$ cat config.mk
export PLATFORM = sky130hd
export DESIGN_NAME = truth_table_sweep_flat
export DESIGN_NICKNAME = d
export VERILOG_FILES = /design/src/rtl/truth_table_sweep_if.sv /design/src/rtl/truth_table_sweep.sv /design/src/flat_wrapper.sv
export SDC_FILE = /design/constraint.sdc
export NUM_CORES = 1
export LEC_CHECK = 0
export CAP_MARGIN = 0
export CORE_AREA = 2 2 70 72
export DETAILED_ROUTE_END_ITERATION = 8
export DIE_AREA = 0 0 72 74
export PLACE_DENSITY_LB_ADDON = 0.05
export SYNTH_ARGS = -nofsm -noshare
export SYNTH_HDL_FRONTEND = slang
export SYNTH_SLANG_ARGS = --single-unit
$ cat constraint.sdc
create_clock -name clk -period 2.4 [get_ports clk]
set_input_delay 0.36 -clock clk [delete_from_list [all_inputs] [get_ports clk]]
set_output_delay 0.36 -clock clk [all_outputs]
set_load 0.005 [all_outputs]
$ cat src/rtl/truth_table_sweep_if.sv
// Handshake and vector bus between a sweep requester and the truth-table sweep engine.
// The requester (master) supplies start/abort, the expected truth table and the
// DUT output; the sweep engine (slave) returns the stimulus and the sweep results.
interface truth_table_sweep_if #(
  parameter int N_IN  = 4,
  parameter int CNT_W = 8
);
  logic                 start;
  logic                 abort;
  logic [2**N_IN-1:0]   expected_tt;
  logic                 dut_f;
  logic [N_IN-1:0]      stim;
  logic                 busy;
  logic                 done;
  logic                 pass;
  logic [CNT_W-1:0]     err_count;
  logic [N_IN-1:0]      first_fail_idx;
  logic                 first_fail_valid;

  modport master (
    output start, abort, expected_tt, dut_f,
    input  stim, busy, done, pass, err_count, first_fail_idx, first_fail_valid
  );

  modport slave (
    input  start, abort, expected_tt, dut_f,
    output stim, busy, done, pass, err_count, first_fail_idx, first_fail_valid
  );
endinterface

$ cat src/rtl/truth_table_sweep.sv
// Exhaustive truth-table sweeper: drives every N_IN-bit input vector to a DUT for
// DWELL cycles, compares the DUT output against a latched expected truth table on
// the last dwell cycle of each vector, and reports mismatch count, first failing
// vector and an overall pass flag.
module truth_table_sweep #(
  parameter int N_IN  = 4,
  parameter int DWELL = 30,
  parameter int CNT_W = 8
) (
  input logic             clk,
  input logic             rst_n,
  truth_table_sweep_if.slave bus
);

  localparam int N_VEC = 2**N_IN;
  localparam int DW_W  = (DWELL > 1) ? $clog2(DWELL) : 1;
  localparam logic [DW_W-1:0] DWELL_LAST = DW_W'(DWELL - 1);
  localparam logic [N_IN-1:0] STIM_LAST  = {N_IN{1'b1}};

  typedef enum logic [1:0] {
    S_IDLE  = 2'd0,
    S_DRIVE = 2'd1,
    S_DONE  = 2'd2
  } state_t;

  state_t             state_q, state_d;
  logic [N_VEC-1:0]   tt_q;
  logic [N_IN-1:0]    stim_q, stim_d;
  logic [DW_W-1:0]    dwell_q, dwell_d;
  logic [CNT_W-1:0]   err_q, err_d;
  logic [N_IN-1:0]    ffi_q, ffi_d;
  logic               ffv_q, ffv_d;
  logic               pass_q, pass_d;

  logic               accept_start;
  logic               drive_abort;
  logic               compare_en;
  logic               mismatch;
  logic               last_vec;

  // Saturating increment so a long run of failures never wraps back to a small count.
  function automatic logic [CNT_W-1:0] sat_inc(input logic [CNT_W-1:0] v);
    if (v == {CNT_W{1'b1}}) begin
      return v;
    end
    return v + CNT_W'(1);
  endfunction

  // Qualifiers shared by the FSM and the result datapath. Abort masks the compare.
  assign accept_start = (state_q == S_IDLE) && bus.start;
  assign drive_abort  = (state_q == S_DRIVE) && bus.abort;
  assign compare_en   = (state_q == S_DRIVE) && !bus.abort && (dwell_q == DWELL_LAST);
  assign mismatch     = compare_en && (bus.dut_f != tt_q[stim_q]);
  assign last_vec     = (stim_q == STIM_LAST);

  // State register; reset forces IDLE immediately.
  always_ff @(posedge clk or negedge rst_n) begin
    if (!rst_n) begin
      state_q <= S_IDLE;
    end else begin
      state_q <= state_d;
    end
  end

  // Next-state logic: DRIVE ends on the final compare or on abort; DONE lasts one cycle.
  always_comb begin
    state_d = state_q;
    case (state_q)
      S_IDLE: begin
        if (bus.start) begin
          state_d = S_DRIVE;
        end
      end
      S_DRIVE: begin
        if (bus.abort) begin
          state_d = S_IDLE;
        end else if (compare_en && last_vec) begin
          state_d = S_DONE;
        end
      end
      S_DONE: begin
        state_d = S_IDLE;
      end
      default: begin
        state_d = S_IDLE;
      end
    endcase
  end

  // Outputs decoded purely from the current state.
  always_comb begin
    bus.busy = (state_q == S_DRIVE);
    bus.done = (state_q == S_DONE);
  end

  // Next values for the stimulus, dwell counter and sweep results.
  always_comb begin
    stim_d  = stim_q;
    dwell_d = dwell_q;
    err_d   = err_q;
    ffi_d   = ffi_q;
    ffv_d   = ffv_q;
    pass_d  = pass_q;
    if (accept_start) begin
      stim_d  = '0;
      dwell_d = '0;
      err_d   = '0;
      ffi_d   = '0;
      ffv_d   = 1'b0;
      pass_d  = 1'b0;
    end else if (drive_abort) begin
      // Cancelled sweep: results so far stay visible, but it never counts as a pass.
      stim_d  = '0;
      dwell_d = '0;
      pass_d  = 1'b0;
    end else if (compare_en) begin
      if (mismatch) begin
        err_d = sat_inc(err_q);
        if (!ffv_q) begin
          ffi_d = stim_q;
          ffv_d = 1'b1;
        end
      end
      dwell_d = '0;
      if (last_vec) begin
        // Final compare: pass must include this last vector's result.
        stim_d = '0;
        pass_d = (err_d == '0);
      end else begin
        stim_d = stim_q + N_IN'(1);
      end
    end else if (state_q == S_DRIVE) begin
      dwell_d = dwell_q + DW_W'(1);
    end
  end

  // Result and stimulus registers, all cleared asynchronously.
  always_ff @(posedge clk or negedge rst_n) begin
    if (!rst_n) begin
      stim_q  <= '0;
      dwell_q <= '0;
      err_q   <= '0;
      ffi_q   <= '0;
      ffv_q   <= 1'b0;
      pass_q  <= 1'b0;
    end else begin
      stim_q  <= stim_d;
      dwell_q <= dwell_d;
      err_q   <= err_d;
      ffi_q   <= ffi_d;
      ffv_q   <= ffv_d;
      pass_q  <= pass_d;
    end
  end

  // Expected truth table snapshot; later changes on the input cannot disturb a sweep.
  always_ff @(posedge clk) begin
    if (accept_start) begin
      tt_q <= bus.expected_tt;
    end
  end

  assign bus.stim             = stim_q;
  assign bus.pass             = pass_q;
  assign bus.err_count        = err_q;
  assign bus.first_fail_idx   = ffi_q;
  assign bus.first_fail_valid = ffv_q;

endmodule

$ cat src/flat_wrapper.sv
// flat-port wrapper written by rule: the top's interface ports become plain ports
module truth_table_sweep_flat 
#(
  parameter int N_IN  = 4,
  parameter int DWELL = 30,
  parameter int CNT_W = 8
)
  (clk, rst_n, bus_start, bus_abort, bus_expected_tt, bus_dut_f, bus_stim, bus_busy, bus_done, bus_pass, bus_err_count, bus_first_fail_idx, bus_first_fail_valid);
  truth_table_sweep_if #(.N_IN(N_IN), .CNT_W(CNT_W)) bus_i ();
  input logic clk;
  input logic rst_n;
  input wire logic [$bits(bus_i.start)-1:0] bus_start;
  input wire logic [$bits(bus_i.abort)-1:0] bus_abort;
  input wire logic [$bits(bus_i.expected_tt)-1:0] bus_expected_tt;
  input wire logic [$bits(bus_i.dut_f)-1:0] bus_dut_f;
  output wire logic [$bits(bus_i.stim)-1:0] bus_stim;
  output wire logic [$bits(bus_i.busy)-1:0] bus_busy;
  output wire logic [$bits(bus_i.done)-1:0] bus_done;
  output wire logic [$bits(bus_i.pass)-1:0] bus_pass;
  output wire logic [$bits(bus_i.err_count)-1:0] bus_err_count;
  output wire logic [$bits(bus_i.first_fail_idx)-1:0] bus_first_fail_idx;
  output wire logic [$bits(bus_i.first_fail_valid)-1:0] bus_first_fail_valid;
  assign bus_i.start = bus_start;
  assign bus_i.abort = bus_abort;
  assign bus_i.expected_tt = bus_expected_tt;
  assign bus_i.dut_f = bus_dut_f;
  assign bus_stim = bus_i.stim;
  assign bus_busy = bus_i.busy;
  assign bus_done = bus_i.done;
  assign bus_pass = bus_i.pass;
  assign bus_err_count = bus_i.err_count;
  assign bus_first_fail_idx = bus_i.first_fail_idx;
  assign bus_first_fail_valid = bus_i.first_fail_valid;
  truth_table_sweep #(.N_IN(N_IN), .DWELL(DWELL), .CNT_W(CNT_W)) u_core (.clk(clk), .rst_n(rst_n), .bus(bus_i));
endmodule
==> Word level (Yosys, flattened, before mapping) <==
Cells that the tools add are included.
{ "classes": {"addsub": 3, "order_cmp": 1, "eq_ne": 10, "muxes": 41, "reduce_logical": 19} }
{ "ops": {"columns": ["op", "count"], "rows": [
  ["$mux W8", 9],
  ["$mux W4", 9],
  ["$mux W5", 4],
  ["$mux W1", 14],
  ["$add A8 B1 Y8 const B", 1],
  ["$eq A8 B8 Y1 const B", 1],
  ["$logic_not A8 Y1", 1],
  ["$logic_and A1 B1 Y1", 6],
  ["$mux W2", 3],
  ["$reduce_and A2 Y1", 3],
  ["$reduce_bool A3 Y1", 2],
  ["$add A5 B1 Y5 const B", 1],
  ["$eq A5 B5 Y1 const B", 1],
  ["$lt A4 B5 Y1 const B", 1],
  ["$add A4 B1 Y4 const B", 1],
  ["$bmux W1 S4", 1],
  ["$eq A4 B4 Y1 const B", 1],
  ["$ne A2 B2 Y1 const B", 2],
  ["$pmux W2 S2", 1],
  ["$reduce_and A4 Y1", 1],
  ["$reduce_bool A2 Y1", 2],
  ["$reduce_bool A4 Y1", 1],
  ["$ne A3 B2 Y1 const B", 1],
  ["$reduce_and A3 Y1", 1],
  ["other kinds (6)", 6]
]} }
{ "word_totals": {"ff_bits": 41, "output_inout_bits": 20} }

==> Longest topological paths before layout <==
Gate-level depths: netlist of run 1.
{ "depth": {"word_depth": 18, "depth_mapped": 10, "mapped_depth_nobuf": 9} }

==> Worst setup path after synthesis of run 1 <==
Ideal clock, no wire load.
{ "synth_path": {"path_type": "register to register", "startpoint": "register u_core.stim_q[0] (netlist: u_core.bus.stim[0])", "endpoint": "register u_core.pass_q (netlist: u_core.bus.pass)", "arrival_time_ps": 2241, "t_required_ps": 2305, "setup_slack_ps": 63, "stages_incl_launch_ff": 9, "path_cell_list": "dfrtp_1 > buf_6 > mux4_1 > mux2i_1 > mux2i_2 > xor2_2 > nand2_1 > a221o_1 > o31ai_1"} }
{ "synth_via": {"elab_chain_cells": 13, "elab_cells_between_ends": 16, "cone_classes": "2 x eq/ne; 10 x mux; 4 x reduce/logical"} }
{ "synth_rtl": {"columns": ["element", "line", "text"], "rows": [
  ["start, declared", "truth_table_sweep.sv:28", "logic [N_IN-1:0] stim_q, stim_d;"],
  ["start signal, assigned", "truth_table_sweep.sv:147", "stim_q <= stim_d;"],
  ["$bmux W1 S4", "truth_table_sweep.sv:53", "assign mismatch = compare_en && (bus.dut_f != tt_q[stim_q]);"],
  ["$mux W1 (implied by the code)", "truth_table_sweep.sv:53", null],
  ["$ne A1 B1 Y1", "truth_table_sweep.sv:53", null],
  ["$logic_and A1 B1 Y1", "truth_table_sweep.sv:53", null],
  ["$mux W8", "truth_table_sweep.sv:117", "if (mismatch) begin"],
  ["$mux W8", "truth_table_sweep.sv:116", "end else if (compare_en) begin"],
  ["$mux W8", "truth_table_sweep.sv:111", "end else if (drive_abort) begin"],
  ["$mux W8", "truth_table_sweep.sv:104", "if (accept_start) begin"],
  ["$logic_not A8 Y1", "truth_table_sweep.sv:128", "pass_d = (err_d == '0);"],
  ["$mux W1", "truth_table_sweep.sv:125", "if (last_vec) begin"],
  ["$mux W1", "truth_table_sweep.sv:116", null],
  ["$mux W1", "truth_table_sweep.sv:111", null],
  ["$mux W1", "truth_table_sweep.sv:104", null],
  ["end signal, assigned", "truth_table_sweep.sv:152", "pass_q <= pass_d;"],
  ["end, declared", "truth_table_sweep.sv:33", "logic pass_q, pass_d;"]
]} }
Several ways; a longest one is shown, not always the timed one. The select of a mux whose other input is x is not followed.
A chain may end at the register's enable or synchronous reset.

==> Final worst setup path of run 1 <==
{ "layout_path": {"startpoint": "register u_core.stim_q[1] (netlist: u_core.bus.stim[1])", "endpoint": "register u_core.pass_q (netlist: u_core.bus.pass)"} }
The elaborated chain is that of the path after synthesis.

==> impl_metrics.tcl, run 1 <==
set metrics [dict create \
    hold_ws_ps 423 \
    synthTopCellsByArea "dfrtp_1 30%, edfxtp_1 23%, mux4_1 3.8%" \
    register_area_um2 1110 \
    worstPathRequired_ps 2600 \
    placement_rows 25 \
    yosys.area.top_type_share 0.303 \
    cp-start-kind "flop" \
    layout_setup_ws_ps 71.3 \
    grt_pass1_vias 1592 \
    grt_overflow_total 0 \
    crit_chain "mux4_2, mux2i_2, mux2i_4, xor2_2, buf_4, nand3_2, mux2i_2, o31ai_2" \
    area_growth_pct 34.4 \
    syn_area_um2 2060 \
    fmax_ghz 0.429 \
    ys_seq_area_frac 0.536 \
    first_iter_violations 155 \
    period_minus_slack_ps 2330 \
    powerDensity_nw_per_um2 532 \
    synth_edf_count 16 \
    peakVddDrop_v 0.000378 \
    startpoint "u_core.bus.stim[1]$_DFFE_PN0P_" \
    portBuffers 40 \
    vias_per_cell 5.54 \
    status "finished, final reports clean" \
    dieWidth_um 72 \
    p_leak_nw 1.16 \
    worst_path_max_delay_cell "mux4_2" \
    comb_power_share 0.113 \
    htree_levels 2 \
    fillers 366 \
    rsz0062_at_grt "true" \
    power_frac_clock 0.361 \
    remaining_drc_errors 0 \
    endpoint_kind "flop" \
    sequentialPowerShare 0.526 \
    syn_area_per_cell_um2 11.5 \
    synth_nets 204 \
    yosys_warnings 0 \
    cts_made_buffers 5 \
    wl_per_cell_um 16.1 \
    r2r-start "u_core.bus.stim[1]$_DFFE_PN0P_" \
    worst_r2r_endpoint "u_core.bus.pass$_DFFE_PN0P_" \
    path_class "reg -> reg" \
    fin_skew_ps 10.8 \
    layout-drive-gt1-share 0.191 \
    drv_slew 0 \
    dieArea_um2 5330 \
    initial_core_util 0.449 \
    antenna_cells 0 \
    wirelength_um 4670 \
    crit_family "multiplexers" \
    path_common_cell "mux2i_2" \
    hold_buffers 0 \
    setup_violations 0 \
    nets 259 \
    core_um2 4600 \
    vias 1602 \
    finalInstanceArea_um2 2770 \
    clock_path_buffers 2 \
    p_int_mw 1.15 \
    switching_share 0.221 \
    cts_sinks 41 \
    drv_cap 0 \
    io_pins 41 \
    insertion_delay_ps 290 \
    crit_end "u_core.bus.pass$_DFFE_PN0P_" \
    die_h_um 74 \
    synth_area_leader_cell "dfrtp_1" \
    hold_path_class "in -> async" \
    final_core_util 0.603 \
    grt_max_degree 26 \
    power_switching_mw 0.327 \
    dp_worst_setup_slack_ps 5.61 \
    cts-root-buf "clkbuf_8" \
    path_buf_inv 1 \
    cp.arrival_ps 2530 \
    place_area_um2 2590 \
    reg2reg_depth 8 \
    max_stage_delay_ps 520 \
    drtPass1Iterations 4 \
    cp_max_fo 5 \
    ant_nets 0 \
    track_usage 0.191 \
    multi_input_area_um2 941 \
    cts_tree "yes" \
    gp_congestion 0.913 \
    clk_pin_slew_worst_paths_ps 80 \
    grt_antenna_before_repair 0 \
    grt_pass1_wl_um 7650 \
    dp.final_hpwl_um 3390 \
    tightestPinTransition_ps 327 \
    synth.distinct_cells 45 \
    final_common_cell "clkdlybuf4s50_1" \
    synth-async-reset-ratio 0.610 \
    synthCells 179 \
    synth-main-ff-cell "dfrtp_1" \
    final_cell_mix "40 x clkdlybuf4s50_1, 24 x dfrtp_1, 17 x nand2_1, 17 x buf_4, 16 x edfxtp_1" \
    hold_viol 0 \
    ys_ff_latch 41 \
    slew_headroom 0.782 \
    worstSetupPathDepth 8 \
    ff2ff_setup_slack_ps 70 \
    period_share 0.970 \
]
==> flip-flops by register name, indices dropped and copies added (netlist names) <==
register and count:
u_core.dwell_q 5, u_core.bus.first_fail_idx 4, u_core.bus.pass 1, u_core.state_q 2
u_core.bus.stim 4, u_core.bus.first_fail_valid 1, u_core.bus.err_count 8, u_core.tt_q 16
==> cells by family after synthesis <==
kind of cell | after synthesis | share of synthesized area
flops | 41 | 0.536
simple gates | 69 | 0.173
mux | 12 | 0.0903
xor+xnor | 7 | 0.0370
buf+inv | 15 | 0.0351
fa+ha+maj | 4 | 0.0242
compound gates | 31 | 0.105
==> stage by stage <==
step	setup TNS [ps]	instances	power, mW
after detailed placement	0	279	0.941
after floorplan	0	179	0.860
after CTS	0	289	1.49
after global routing	-62.3	289	1.54
final	0	289	1.48
after global placement	0	279	0.933
==> routing by layer <==
| layer | wire, µm | vias to the layer above | global-route usage |
|---|---|---|---|
| met1 | 2080 | 777 | 0.269 |
| met5 | 0 | - | 0 |
| met3 | 242 | 8 | 0.0501 |
| li1 | - | 768 | - |
| met4 | 71 | 0 | 0.0671 |
| met2 | 2270 | 49 | 0.289 |
==> Yosys cell counts, types with 2 or more instances <==
master	number
edfxtp_1	16
and4_1	4
a211oi_1	2
nor3_1	7
nand2b_1	3
or3_1	2
nand3_1	6
xor2_1	4
buf_6	2
a21oi_1	10
a21o_1	6
o2111ai_1	2
mux2i_1	6
nor2b_1	4
clkbuf_1	6
nand2_1	17
nor2_1	14
inv_1	6
dfrtp_1	25
ha_1	4
mux4_1	3
o21ai_0	3
nand4_1	5
==> power groups by stage <==
stage	logic, mW	registers (mW)	clock network, mW
after global placement	0.145	0.788	0
final	0.167	0.776	0.533
after floorplan	0.0749	0.785	0
after CTS	0.162	0.776	0.550
after global routing	0.184	0.779	0.580
after detailed placement	0.151	0.790	0
==> what timing repair did <==
item                                    CTS  global route
setup buffers                             2             0
resized for setup                         8             9
endpoints found under the setup margin    1             3
pin swaps                                 3             2
==> area by class of cell <==
| cell class | instances | share of cell area |
|---|---|---|
| flip-flops and latches | 41 | 0.399 |
| clock buffers | 6 | 0.0262 |
| well taps | 54 | 0.0244 |
| inverters | 6 | 0.00812 |
| multi-input cells | 123 | 0.339 |
| clock inverters | 2 | 0.0126 |
| repair buffers | 57 | 0.190 |
==> how the worst min path moves through the flow <==
| stage | slack, ps | endpoint | from | cells after the start |
|---|---|---|---|---|
| after floorplan | 60 | u_core.bus.err_count[0]$_DFFE_PN0P_ | rst_n | 0 |
| after global placement | 440 | u_core.state_q[0]$_DFFE_PN0P_ | u_core.state_q[1]$_DFFE_PN0P_ | 1 |
| after detailed placement | 440 | u_core.state_q[0]$_DFFE_PN0P_ | u_core.state_q[1]$_DFFE_PN0P_ | 1 |
| after CTS | 430 | u_core.bus.err_count[2]$_DFFE_PN0P_ | rst_n | 2 |
| after global routing | 450 | u_core.bus.err_count[2]$_DFFE_PN0P_ | rst_n | 2 |
| final | 420 | u_core.bus.err_count[2]$_DFFE_PN0P_ | rst_n | 2 |
==> worst register-to-register path, cell delays in order (launching register included) <==
cell	delay (ps)
dfrtp_2	410
mux4_2	520
mux2i_2	210
mux2i_4	150
xor2_2	240
buf_4	180
nand3_2	110
mux2i_2	190
o31ai_2	240
Power figures use the tool's default switching activity.
==> run 2, diff against run 1 <==
--- a/config.mk
+++ b/config.mk
@@ -7,6 +7,7 @@
 export LEC_CHECK = 0
 export CAP_MARGIN = 0
 export CORE_AREA = 2 2 70 72
+export CTS_CLUSTER_DIAMETER = 80
 export DETAILED_ROUTE_END_ITERATION = 8
 export DIE_AREA = 0 0 72 74
 export PLACE_DENSITY_LB_ADDON = 0.05
==> results of run 2 <==
No change in the layout: final DEF, timing and power equal those of run 1.
==> run 3, diff against run 2 <==
--- a/config.mk
+++ b/config.mk
@@ -11,6 +11,7 @@
 export DETAILED_ROUTE_END_ITERATION = 8
 export DIE_AREA = 0 0 72 74
 export PLACE_DENSITY_LB_ADDON = 0.05
+export SLEW_MARGIN = 20
 export SYNTH_ARGS = -nofsm -noshare
 export SYNTH_HDL_FRONTEND = slang
 export SYNTH_SLANG_ARGS = --single-unit
==> results of run 3 <==
No change in the layout: final DEF, timing and power equal those of run 1.
